File: src/rtl/axi4m_pkg.sv
// Shared AXI4 master definitions for the FIFO-to-AXI write master and its read-side sibling.
package axi4m_pkg;

    // Longest INCR burst either master issues, in beats
    localparam int unsigned MAX_BURST_LENGTH = 64;

    localparam logic [1:0] AXI_BURST_INCR = 2'b01;
    localparam logic [1:0] AXI_RESP_OKAY  = 2'b00;
    localparam logic [3:0] AXI_AXCACHE    = 4'b0010;  // normal non-cacheable, non-bufferable
    localparam logic [2:0] AXI_SIZE_4B    = 3'b010;   // 32-bit beats

    // Write-master sequencing states
    typedef enum logic [2:0] {
        s_idle,
        s_kick,
        s_addrcalc,
        s_addrissue,
        s_datawrite,
        s_respwait
    } wr_state_e;

endpackage

File: src/rtl/axi4m_burst_calc.sv
// Splits a transfer into bursts: picks the next burst length, its AxLEN encoding,
// and the words/address left over once that burst has been issued.
module axi4m_burst_calc
    import axi4m_pkg::*;
#(
    parameter int ADDR_WIDTH = 32
) (
    input  logic [31:0]           remaining_i,
    input  logic [ADDR_WIDTH-1:0] addr_i,
    output logic [7:0]            axlen_o,
    output logic [31:0]           remaining_o,
    output logic [ADDR_WIDTH-1:0] addr_next_o
);

    logic [7:0] len;

    // Burst length is the smaller of the words left and the maximum burst size
    always_comb begin
        // NOTE: every output of a combinational block gets a value on every path; the
        // defaults up front guarantee that and keep synthesis from inferring latches.
        len         = remaining_i[7:0];
        axlen_o     = '0;
        remaining_o = remaining_i;
        addr_next_o = addr_i;
        if (remaining_i > 32'(MAX_BURST_LENGTH)) begin
            len = 8'(MAX_BURST_LENGTH);
        end
        axlen_o     = len - 8'd1;
        remaining_o = remaining_i - 32'(len);
        addr_next_o = addr_i + ADDR_WIDTH'({len, 2'b00});
    end

endmodule

File: src/rtl/fifo_to_axi4m_overlap.sv
// Drains a first-word-fall-through FIFO into memory as a series of AXI4 INCR write
// bursts. Write responses are collected in the background while later bursts issue,
// and the transfer completes once every issued burst has been answered.
module fifo_to_axi4m_overlap
    import axi4m_pkg::*;
#(
    parameter int C_M_AXI_ID_WIDTH   = 4,
    parameter int C_M_AXI_ADDR_WIDTH = 32,
    parameter int C_M_AXI_DATA_WIDTH = 32
) (
    input  logic                            clk,
    input  logic                            reset_n,
    // Control
    input  logic                            kick,
    output logic                            busy,
    input  logic [31:0]                     write_num,
    input  logic [31:0]                     write_addr,
    output logic                            error,
    // FIFO read side
    input  logic [C_M_AXI_DATA_WIDTH-1:0]   buf_din,
    input  logic                            buf_valid,
    output logic                            buf_re,
    // AXI write address channel
    output logic [C_M_AXI_ID_WIDTH-1:0]     m_axi_awid,
    output logic [C_M_AXI_ADDR_WIDTH-1:0]   m_axi_awaddr,
    output logic [7:0]                      m_axi_awlen,
    output logic [2:0]                      m_axi_awsize,
    output logic [1:0]                      m_axi_awburst,
    output logic                            m_axi_awlock,
    output logic [3:0]                      m_axi_awcache,
    output logic [2:0]                      m_axi_awprot,
    output logic                            m_axi_awvalid,
    input  logic                            m_axi_awready,
    // AXI write data channel
    output logic [C_M_AXI_DATA_WIDTH-1:0]   m_axi_wdata,
    output logic [C_M_AXI_DATA_WIDTH/8-1:0] m_axi_wstrb,
    output logic                            m_axi_wlast,
    output logic                            m_axi_wvalid,
    input  logic                            m_axi_wready,
    // AXI write response channel
    input  logic [C_M_AXI_ID_WIDTH-1:0]     m_axi_bid,
    input  logic [1:0]                      m_axi_bresp,
    input  logic                            m_axi_bvalid,
    output logic                            m_axi_bready
);

    wr_state_e state_q, state_d;

    logic [31:0]                   remaining_q;
    logic [C_M_AXI_ADDR_WIDTH-1:0] next_addr_q;
    logic [C_M_AXI_ADDR_WIDTH-1:0] awaddr_q;
    logic [7:0]                    awlen_q;
    logic [7:0]                    beat_q;
    logic [15:0]                   burst_cnt_q;
    logic [15:0]                   resp_cnt_q;
    logic                          error_q;
    logic                          busy_q;

    logic [7:0]                    calc_axlen;
    logic [31:0]                   calc_remaining;
    logic [C_M_AXI_ADDR_WIDTH-1:0] calc_addr_next;

    logic w_hs;
    logic b_hs;

    // Responses carry no ID information this master needs (single ID, in-order)
    logic unused_bid;
    assign unused_bid = ^m_axi_bid;

    assign w_hs = m_axi_wvalid & m_axi_wready;
    assign b_hs = m_axi_bvalid & m_axi_bready;

    axi4m_burst_calc #(
        .ADDR_WIDTH (C_M_AXI_ADDR_WIDTH)
    ) u_burst_calc (
        .remaining_i (remaining_q),
        .addr_i      (next_addr_q),
        .axlen_o     (calc_axlen),
        .remaining_o (calc_remaining),
        .addr_next_o (calc_addr_next)
    );

    // Fixed AXI attributes: single ID, 4-byte INCR bursts, every byte lane written
    assign m_axi_awid    = '0;
    assign m_axi_awsize  = AXI_SIZE_4B;
    assign m_axi_awburst = AXI_BURST_INCR;
    assign m_axi_awlock  = 1'b0;
    assign m_axi_awcache = AXI_AXCACHE;
    assign m_axi_awprot  = '0;
    assign m_axi_wstrb   = '1;
    assign m_axi_wdata   = buf_din;
    assign m_axi_awaddr  = awaddr_q;
    assign m_axi_awlen   = awlen_q;
    assign busy          = busy_q;
    assign error         = error_q;

    // State register
    always_ff @(posedge clk or negedge reset_n) begin
        // NOTE: clocked state is always updated with non-blocking assignments so every
        // register samples the pre-edge values, independent of block ordering.
        if (!reset_n) begin
            state_q <= s_idle;
        end else begin
            state_q <= state_d;
        end
    end

    // Next-state logic; kick is only looked at while idle
    always_comb begin
        state_d = state_q;
        case (state_q)
            s_idle:      if (kick) state_d = s_kick;
            s_kick:      state_d = (write_num == 32'd0) ? s_respwait : s_addrcalc;
            s_addrcalc:  state_d = s_addrissue;
            s_addrissue: if (m_axi_awready) state_d = s_datawrite;
            s_datawrite: begin
                if (w_hs && m_axi_wlast) begin
                    state_d = (remaining_q != 32'd0) ? s_addrcalc : s_respwait;
                end
            end
            s_respwait:  if (resp_cnt_q == burst_cnt_q) state_d = s_idle;
            default:     state_d = s_idle;
        endcase
    end

    // Handshake outputs decoded from the current state
    always_comb begin
        m_axi_awvalid = (state_q == s_addrissue);
        m_axi_wvalid  = (state_q == s_datawrite) && buf_valid;
        m_axi_wlast   = (state_q == s_datawrite) && (beat_q == awlen_q);
        buf_re        = m_axi_wvalid && m_axi_wready;
        m_axi_bready  = (state_q != s_idle);
    end

    // Transfer bookkeeping: words left, next burst address and the AW beat on offer
    always_ff @(posedge clk or negedge reset_n) begin
        if (!reset_n) begin
            remaining_q <= '0;
            next_addr_q <= '0;
            awaddr_q    <= '0;
            awlen_q     <= '0;
        end else begin
            case (state_q)
                s_kick: begin
                    remaining_q <= write_num;
                    next_addr_q <= C_M_AXI_ADDR_WIDTH'(write_addr);
                end
                s_addrcalc: begin
                    awaddr_q    <= next_addr_q;
                    awlen_q     <= calc_axlen;
                    remaining_q <= calc_remaining;
                    next_addr_q <= calc_addr_next;
                end
                default: ;
            endcase
        end
    end

    // Beat position inside the current burst; only accepted beats advance it
    always_ff @(posedge clk or negedge reset_n) begin
        if (!reset_n) begin
            beat_q <= '0;
        end else if (state_q == s_addrcalc) begin
            beat_q <= '0;
        end else if ((state_q == s_datawrite) && w_hs) begin
            beat_q <= beat_q + 8'd1;
        end
    end

    // Issued-burst and received-response counters, cleared between transfers
    always_ff @(posedge clk or negedge reset_n) begin
        if (!reset_n) begin
            burst_cnt_q <= '0;
            resp_cnt_q  <= '0;
        end else if (state_q == s_idle) begin
            burst_cnt_q <= '0;
            resp_cnt_q  <= '0;
        end else begin
            if (state_q == s_addrcalc) burst_cnt_q <= burst_cnt_q + 16'd1;
            if (b_hs)                  resp_cnt_q  <= resp_cnt_q + 16'd1;
        end
    end

    // Sticky error on any non-OKAY response, cleared when the next transfer is accepted
    always_ff @(posedge clk or negedge reset_n) begin
        if (!reset_n) begin
            error_q <= 1'b0;
        end else if ((state_q == s_idle) && kick) begin
            error_q <= 1'b0;
        end else if (b_hs && (m_axi_bresp != AXI_RESP_OKAY)) begin
            error_q <= 1'b1;
        end
    end

    // Busy rises as a kick is accepted and falls one cycle after returning to idle
    always_ff @(posedge clk or negedge reset_n) begin
        if (!reset_n) begin
            busy_q <= 1'b0;
        end else begin
            busy_q <= (state_d != s_idle) || (state_q != s_idle);
        end
    end

endmodule

File: config.mk
export PLATFORM = sky130hd
export DESIGN_NAME = fifo_to_axi4m_overlap
export DESIGN_NICKNAME = d
export VERILOG_FILES = /design/src/rtl/axi4m_pkg.sv /design/src/rtl/axi4m_burst_calc.sv /design/src/rtl/fifo_to_axi4m_overlap.sv
export SDC_FILE = /design/constraint.sdc
export NUM_CORES = 1
export LEC_CHECK = 0
export CORE_ASPECT_RATIO = 1.4
export CORE_MARGIN = 10
export CORE_UTILIZATION = 25
export CTS_CLUSTER_SIZE = 28
export DETAILED_ROUTE_END_ITERATION = 12
export PLACE_DENSITY = 0.55
export SLEW_MARGIN = 20
export SYNTH_ARGS = -nofsm -noshare
export SYNTH_HDL_FRONTEND = slang
export SYNTH_SLANG_ARGS = --single-unit
File: constraint.sdc
create_clock -name clk -period 4.2 [get_ports clk]
set_input_delay 0.63 -clock clk [delete_from_list [all_inputs] [get_ports clk]]
set_output_delay 0.63 -clock clk [all_outputs]
set_load 0.05 [all_outputs]
==> Word level (Yosys, flattened, before mapping) <==
Index checks and enable logic that the tools add are counted.
{ "word_totals": {"regBits": 149, "inputBits": 109, "elab_cells": 63} }
{ "classes": {"addsub": 6, "n_lt_le_gt_ge": 1, "n_eq_ne": 7, "muxes": 18, "n_bitwise": 2, "reduce_logical": 19} }
{ "op_table": {"columns": ["op", "n"], "rows": [
  ["$pmux W32 S2", 2],
  ["$mux W16", 4],
  ["$add A16 B1 Y16 const B", 2],
  ["$add A32 B10 Y32", 1],
  ["$gt A32 B7 Y1 const B", 1],
  ["$logic_not A32 Y1", 1],
  ["$reduce_bool A32 Y1", 1],
  ["$sub A32 B8 Y32", 1],
  ["$mux W8", 3],
  ["$mux W3", 6],
  ["$pmux W3 S6", 1],
  ["$eq A16 B16 Y1", 1],
  ["$reduce_bool A2 Y1", 6],
  ["$add A8 B1 Y8 const B", 1],
  ["$eq A8 B8 Y1", 1],
  ["$sub A8 B1 Y8 const B", 1],
  ["$logic_and A1 B1 Y1", 7],
  ["$eq A3 B2 Y1 const B", 2],
  ["$eq A3 B3 Y1 const B", 2],
  ["$reduce_bool A3 Y1", 2],
  ["$eq A3 B1 Y1 const B", 1],
  ["$logic_not A3 Y1", 1],
  ["$and A1 B1 Y1", 2],
  ["$mux W1", 2],
  ["$logic_or A1 B1 Y1", 1]
]} }

==> Logic depth before layout (Yosys ltp) <==
{ "depth": {"ltp_word": 8, "ltp_mapped": 16, "depth_no_buf": 12} }

==> Modules after synthesis <==
From an unflattened synthesis, not the netlist that was laid out.
{ "hier_totals": {"hier_cells": 1017, "hier_area_um2": 8921.1} }
{ "by_module_without_submodules": {"columns": ["module", "instances", "cells_each", "area_each_um2", "seq_area_each_um2"], "rows": [
  ["fifo_to_axi4m_overlap", 1, 780, 7288.2, 3728.6],
  ["axi4m_burst_calc", 1, 237, 1632.8, 0.0]
]} }

==> Worst setup path before layout <==
No wires, ideal clock.
{ "synth_timing": {"path_type": "flip-flop to flip-flop", "from": "register remaining_q[14]", "to": "register next_addr_q[28]", "setup_ps": 94, "t_arrival_ps": 4033, "t_required_ps": 4106, "slack_ps": 73, "path_stages_with_launch": 16, "path_buffers": 3, "period_less_slack_ps": 4127, "cell_sequence": "dfrtp_1 or3_4 or4_4 buf_6 a2111oi_4 and2_1 ha_1 fa_1 a21oi_1 nand4b_1 a31oi_1 and3_1 clkbuf_1 clkbuf_1 a211oi_1 a211oi_1"} }
{ "synth_via": {"elab_chain_len": 4} }
{ "synth_lines": {"columns": ["item", "line", "source"], "rows": [
  ["start, declared", "fifo_to_axi4m_overlap.sv:49", "logic [31:0] remaining_q;"],
  ["start signal, assigned", "fifo_to_axi4m_overlap.sv:145", "remaining_q <= write_num;"],
  ["start signal, assigned", "fifo_to_axi4m_overlap.sv:151", "remaining_q <= calc_remaining;"],
  ["$gt A32 B7 Y1", "axi4m_burst_calc.sv:25", "if (remaining_i > 32'(MAX_BURST_LENGTH)) begin"],
  ["$mux W8", "axi4m_burst_calc.sv:25", null],
  ["$add A32 B10 Y32", "axi4m_burst_calc.sv:30", "addr_next_o = addr_i + ADDR_WIDTH'({len, 2'b00});"],
  ["$pmux W32 S2", "fifo_to_axi4m_overlap.sv:143", "case (state_q)"],
  ["end signal, assigned", "fifo_to_axi4m_overlap.sv:146", "next_addr_q <= C_M_AXI_ADDR_WIDTH'(write_addr);"],
  ["end signal, assigned", "fifo_to_axi4m_overlap.sv:152", "next_addr_q <= calc_addr_next;"],
  ["end, declared", "fifo_to_axi4m_overlap.sv:50", "logic [C_M_AXI_ADDR_WIDTH-1:0] next_addr_q;"]
]} }
Every way passes these cells.
A chain may end at the register's enable or synchronous reset.

==> Final worst setup path <==
{ "layout_timing": {"from": "register remaining_q[14]", "to": "register next_addr_q[21]"} }
The elaborated chain is that of the path after synthesis.

==> impl_metrics.py <==
metrics = {
    "floorplan": {
        "die_area_um2": 42300,
        "initial_core_util_pct": 25.2,
        "coreArea_um2": 34000,
        "ios": 209,
        "die_width_um": 177,
        "die_h_um": 239,
        "rows": 80,
    },
    "power_and_ir_drop": {
        "p_per_area_nw_per_um2": 756,
        "power.internal_uw": 4300,
        "p_leak_uw": 0.00440,
        "p_clk_share_pct": 20.2,
        "p_seq_share_pct": 31.5,
        "p_comb_share_pct": 48.3,
        "peakVddDrop_mv": 0.381,
        "p_sw_uw": 3720,
        "netSwitchingFraction_pct": 46.4,
    },
    "global_routing": {
        "antenna_found_initial": 4,
        "grt_pass1_vias": 7404,
        "grt_max_degree": 94,
        "grt_pass1_wl_mm": 41.5,
        "track_usage_pct": 12.4,
        "grt_overflow": 0,
    },
    "yosys": {
        "yosysTopAreaCell": "dfrtp_1",
        "synthArstFlopShare_pct": 100,
        "synth-compound-area-share_pct": 15.8,
        "netlist_top_cells_area": "dfrtp_1 (43%), nand2_1 (7.4%), buf_4 (4.6%)",
        "ys_seq_area_share_pct": 43.4,
        "synthAdderAreaFrac_pct": 2.13,
        "netlist_area_um2": 8580,
        "synth-simple-area-share_pct": 24.4,
        "synth_seq_cells": 149,
        "avgSynthCellArea_um2": 8.71,
        "synth_edf_count": 0,
        "synth_cells": 986,
        "synth_top_family_by_area": "simple AND/OR/NAND/NOR gates",
        "synth_top_area_share_pct": 43.4,
        "synthXorXnorAreaFrac_pct": 5.41,
        "synth_mux_area_share_pct": 0.772,
        "ys_types": 67,
        "synth-main-ff-cell": "dfrtp_1",
        "yosysWarnings": 0,
    },
    "placed_design": {
        "placed_cell_area_um2": 9980,
        "port_buffers": 119,
        "finalWeightedCongestion": 0.797,
        "dpl.hpwl_mm": 19.1,
    },
    "sta": {
        "max_slew_margin_pct": 27.3,
        "final-hold-violation-count": 0,
        "grt_setup_unrepaired": "false",
        "final.setup.tns_ps": 0,
        "setup_violations": 0,
        "post-route-period-util_pct": 92.6,
        "fmax_mhz": 257,
        "period_needed_ps": 3890,
        "worstMarginPinSlew_ps": 1090,
        "clock_skew_ps": 17.5,
        "drv_slew": 0,
    },
    "clocking": {
        "cts_setup_buffers": 0,
        "cts_sinks": 149,
        "h-tree-depth": 4,
        "clk_pin_slew_ps": 70,
        "clkLatencyLatePin_ps": 440,
        "cts_resized": 0,
        "cts_root_buffer": "clkbuf_16",
        "cts_made_buffers": 17,
        "clk_path_buf_depth": 2,
        "postCtsHoldBufs": 0,
        "cts_tree": "built",
    },
    "worst_setup_path": {
        "rr_worst_depth": 11,
        "critPathTopFamily": "simple AND/OR/NAND/NOR gates",
        "path_class": "register to register",
        "cp_data_required_time_ps": 4500,
        "cp_max_fo": 8,
        "path_buf_inv": 0,
        "slowest_delay_ps": 610,
        "path_cells": "or3_4 > or4_4 > or2_1 > or3_4 > ha_1 > a21oi_1 > nand2_1 > o221a_2 > and2_2 > a311oi_1 > a311oi_1",
        "crit_cells": 11,
        "worst-endpoint-arrival_ps": 4190,
        "cp_slowest_cell": "or4_4",
        "start_kind": "register",
        "end_kind": "register",
    },
    "finish": {
        "diodes": 0,
        "layout.nets": 1179,
        "design_area_um2": 10600,
        "num-fill-cells": 3622,
        "syn_to_final_growth_pct": 23.5,
        "layout-drive-gt1-share_pct": 7.39,
    },
    "route": {
        "dr.pass1.iters": 5,
        "wirelength_mm": 26.4,
        "drt-vias-per-instance": 4.90,
        "vias": 7442,
        "wire_per_inst_um": 17.4,
        "drtAntennaViolNets": 0,
        "drcViolationCount": 0,
        "drt-initial-drc-count": 541,
    },
    "status": {
        "outcome": "finished, final reports clean",
    },
    "hold_path": {
        "hp-class": "input pin to async pin",
    },
    "flow_run": {
        "maxCapViolations": 0,
    },
}
==> synthesized netlist by cell type, drive strengths merged (7+ instances only) <==
master and number:
or2 7, and2 14, a22o 11, xor2 23
a22oi 7, a31oi 14, nor2 94, o21ai 47
dfrtp 149, clkbuf 53, a211oi 19, nand4 18
buf 59, xnor2 30, nor4 21, o22ai 7
nand2 170, nor3 29, ha 13, and4 7
or3 16, a21oi 28, and3 23, or4 7
inv 12, nand3 26, a311oi 23
==> cells by family (layout without fill, tap and decap cells) <==
family,Yosys count,in the layout
xor+xnor,53,53
mux,6,6
buf+inv,124,186
other cells,2,23
fa+ha+maj,14,14
flops,149,149
compound gates,196,196
simple gates,442,442
==> path summary, 6_finish.rpt <==
check                                 from                to  slack, ps
setup / recovery           remaining_q[14]   next_addr_q[21]        310
hold / removal                     reset_n    resp_cnt_q[11]        270
setup reg to reg           remaining_q[14]   next_addr_q[21]        310
hold reg to reg             next_addr_q[1]   m_axi_awaddr[1]        480
max in group asynchronous          reset_n  m_axi_awaddr[29]       3090
min in group clk            next_addr_q[1]   m_axi_awaddr[1]        480
==> layer usage <==
metal	up-vias	share of wire, %	track usage (%)
met1	3613	43	15.0
met2	199	49	20.7
met5	-	0.20	0
met4	8	2.2	4.52
met3	43	5.5	3.14
li1	3579	-	-
==> worst reg2reg max path: stages (launching register included) <==
cell and delay, ps:
dfrtp_1 420, or3_4 440, or4_4 610, or2_1 270
or3_4 370, ha_1 340, a21oi_1 250, nand2_1 80
o221a_2 330, and2_2 300, a311oi_1 290, a311oi_1 70
==> power groups by stage <==
stage                     clock, uW  combinational [uW]  sequential (uW)
after global placement            0                3870             2530
after global routing           1730                4280             2600
after floorplan                   0                2200             2980
after CTS                      1670                3930             2520
after detailed placement          0                3930             2540
final                          1620                3870             2520
==> stage by stage <==
stage                     power (uW)  setup slack (ps)  hold WS, ps  cells  utilization (%)
after CTS                       8120               184          324   1520             31.1
after global routing            8610              54.4          354   1520             31.2
final                           8020               312          274   1520             31.2
after detailed placement        6460               201          455   1488             29.3
after global placement          6400               238          459   1488             29.3
after floorplan                 5190              73.5          334   1007                -
==> cell usage in the layout (no fill, tap or decap), drive strengths merged, types with 11 or more instances in the layout <==
cell type      Yosys  layout
nand2            170     170
clkdlybuf4s50      0     118
ha                13      13
nor3              29      29
a31oi             14      14
a21oi             28      28
xnor2             30      30
a22o              11      11
inv               12      15
or3               16      16
a211oi            19      19
xor2              23      23
and2              14      14
nand3             26      26
dfrtp            149     149
conb               2      23
nand4             18      18
and3              23      23
a311oi            23      23
clkbuf            53      19
buf               59      24
nor4              21      21
o21ai             47      47
nor2              94      94
==> cell type report <==
type	count	area (um2)	share of cell area (%)
Multi-Input combinational cell	734	4270	40.3
Tap cell	451	564	5.32
Timing Repair Buffer	142	1380	13.0
Clock buffer	19	443	4.18
Clock inverter	13	171	1.62
Sequential cell	149	3730	35.2
Inverter	12	45.0	0.425
==> flip-flops by register name (all words and copies together), names as in the netlist <==
| signal | cells |
|---|---|
| state_q | 3 |
| resp_cnt_q | 16 |
| error | 1 |
| m_axi_awaddr | 32 |
| remaining_q | 32 |
| beat_q | 8 |
| next_addr_q | 32 |
| burst_cnt_q | 16 |
| busy | 1 |
| m_axi_awlen | 8 |
Note: power is estimated with default switching activity, not from simulation.
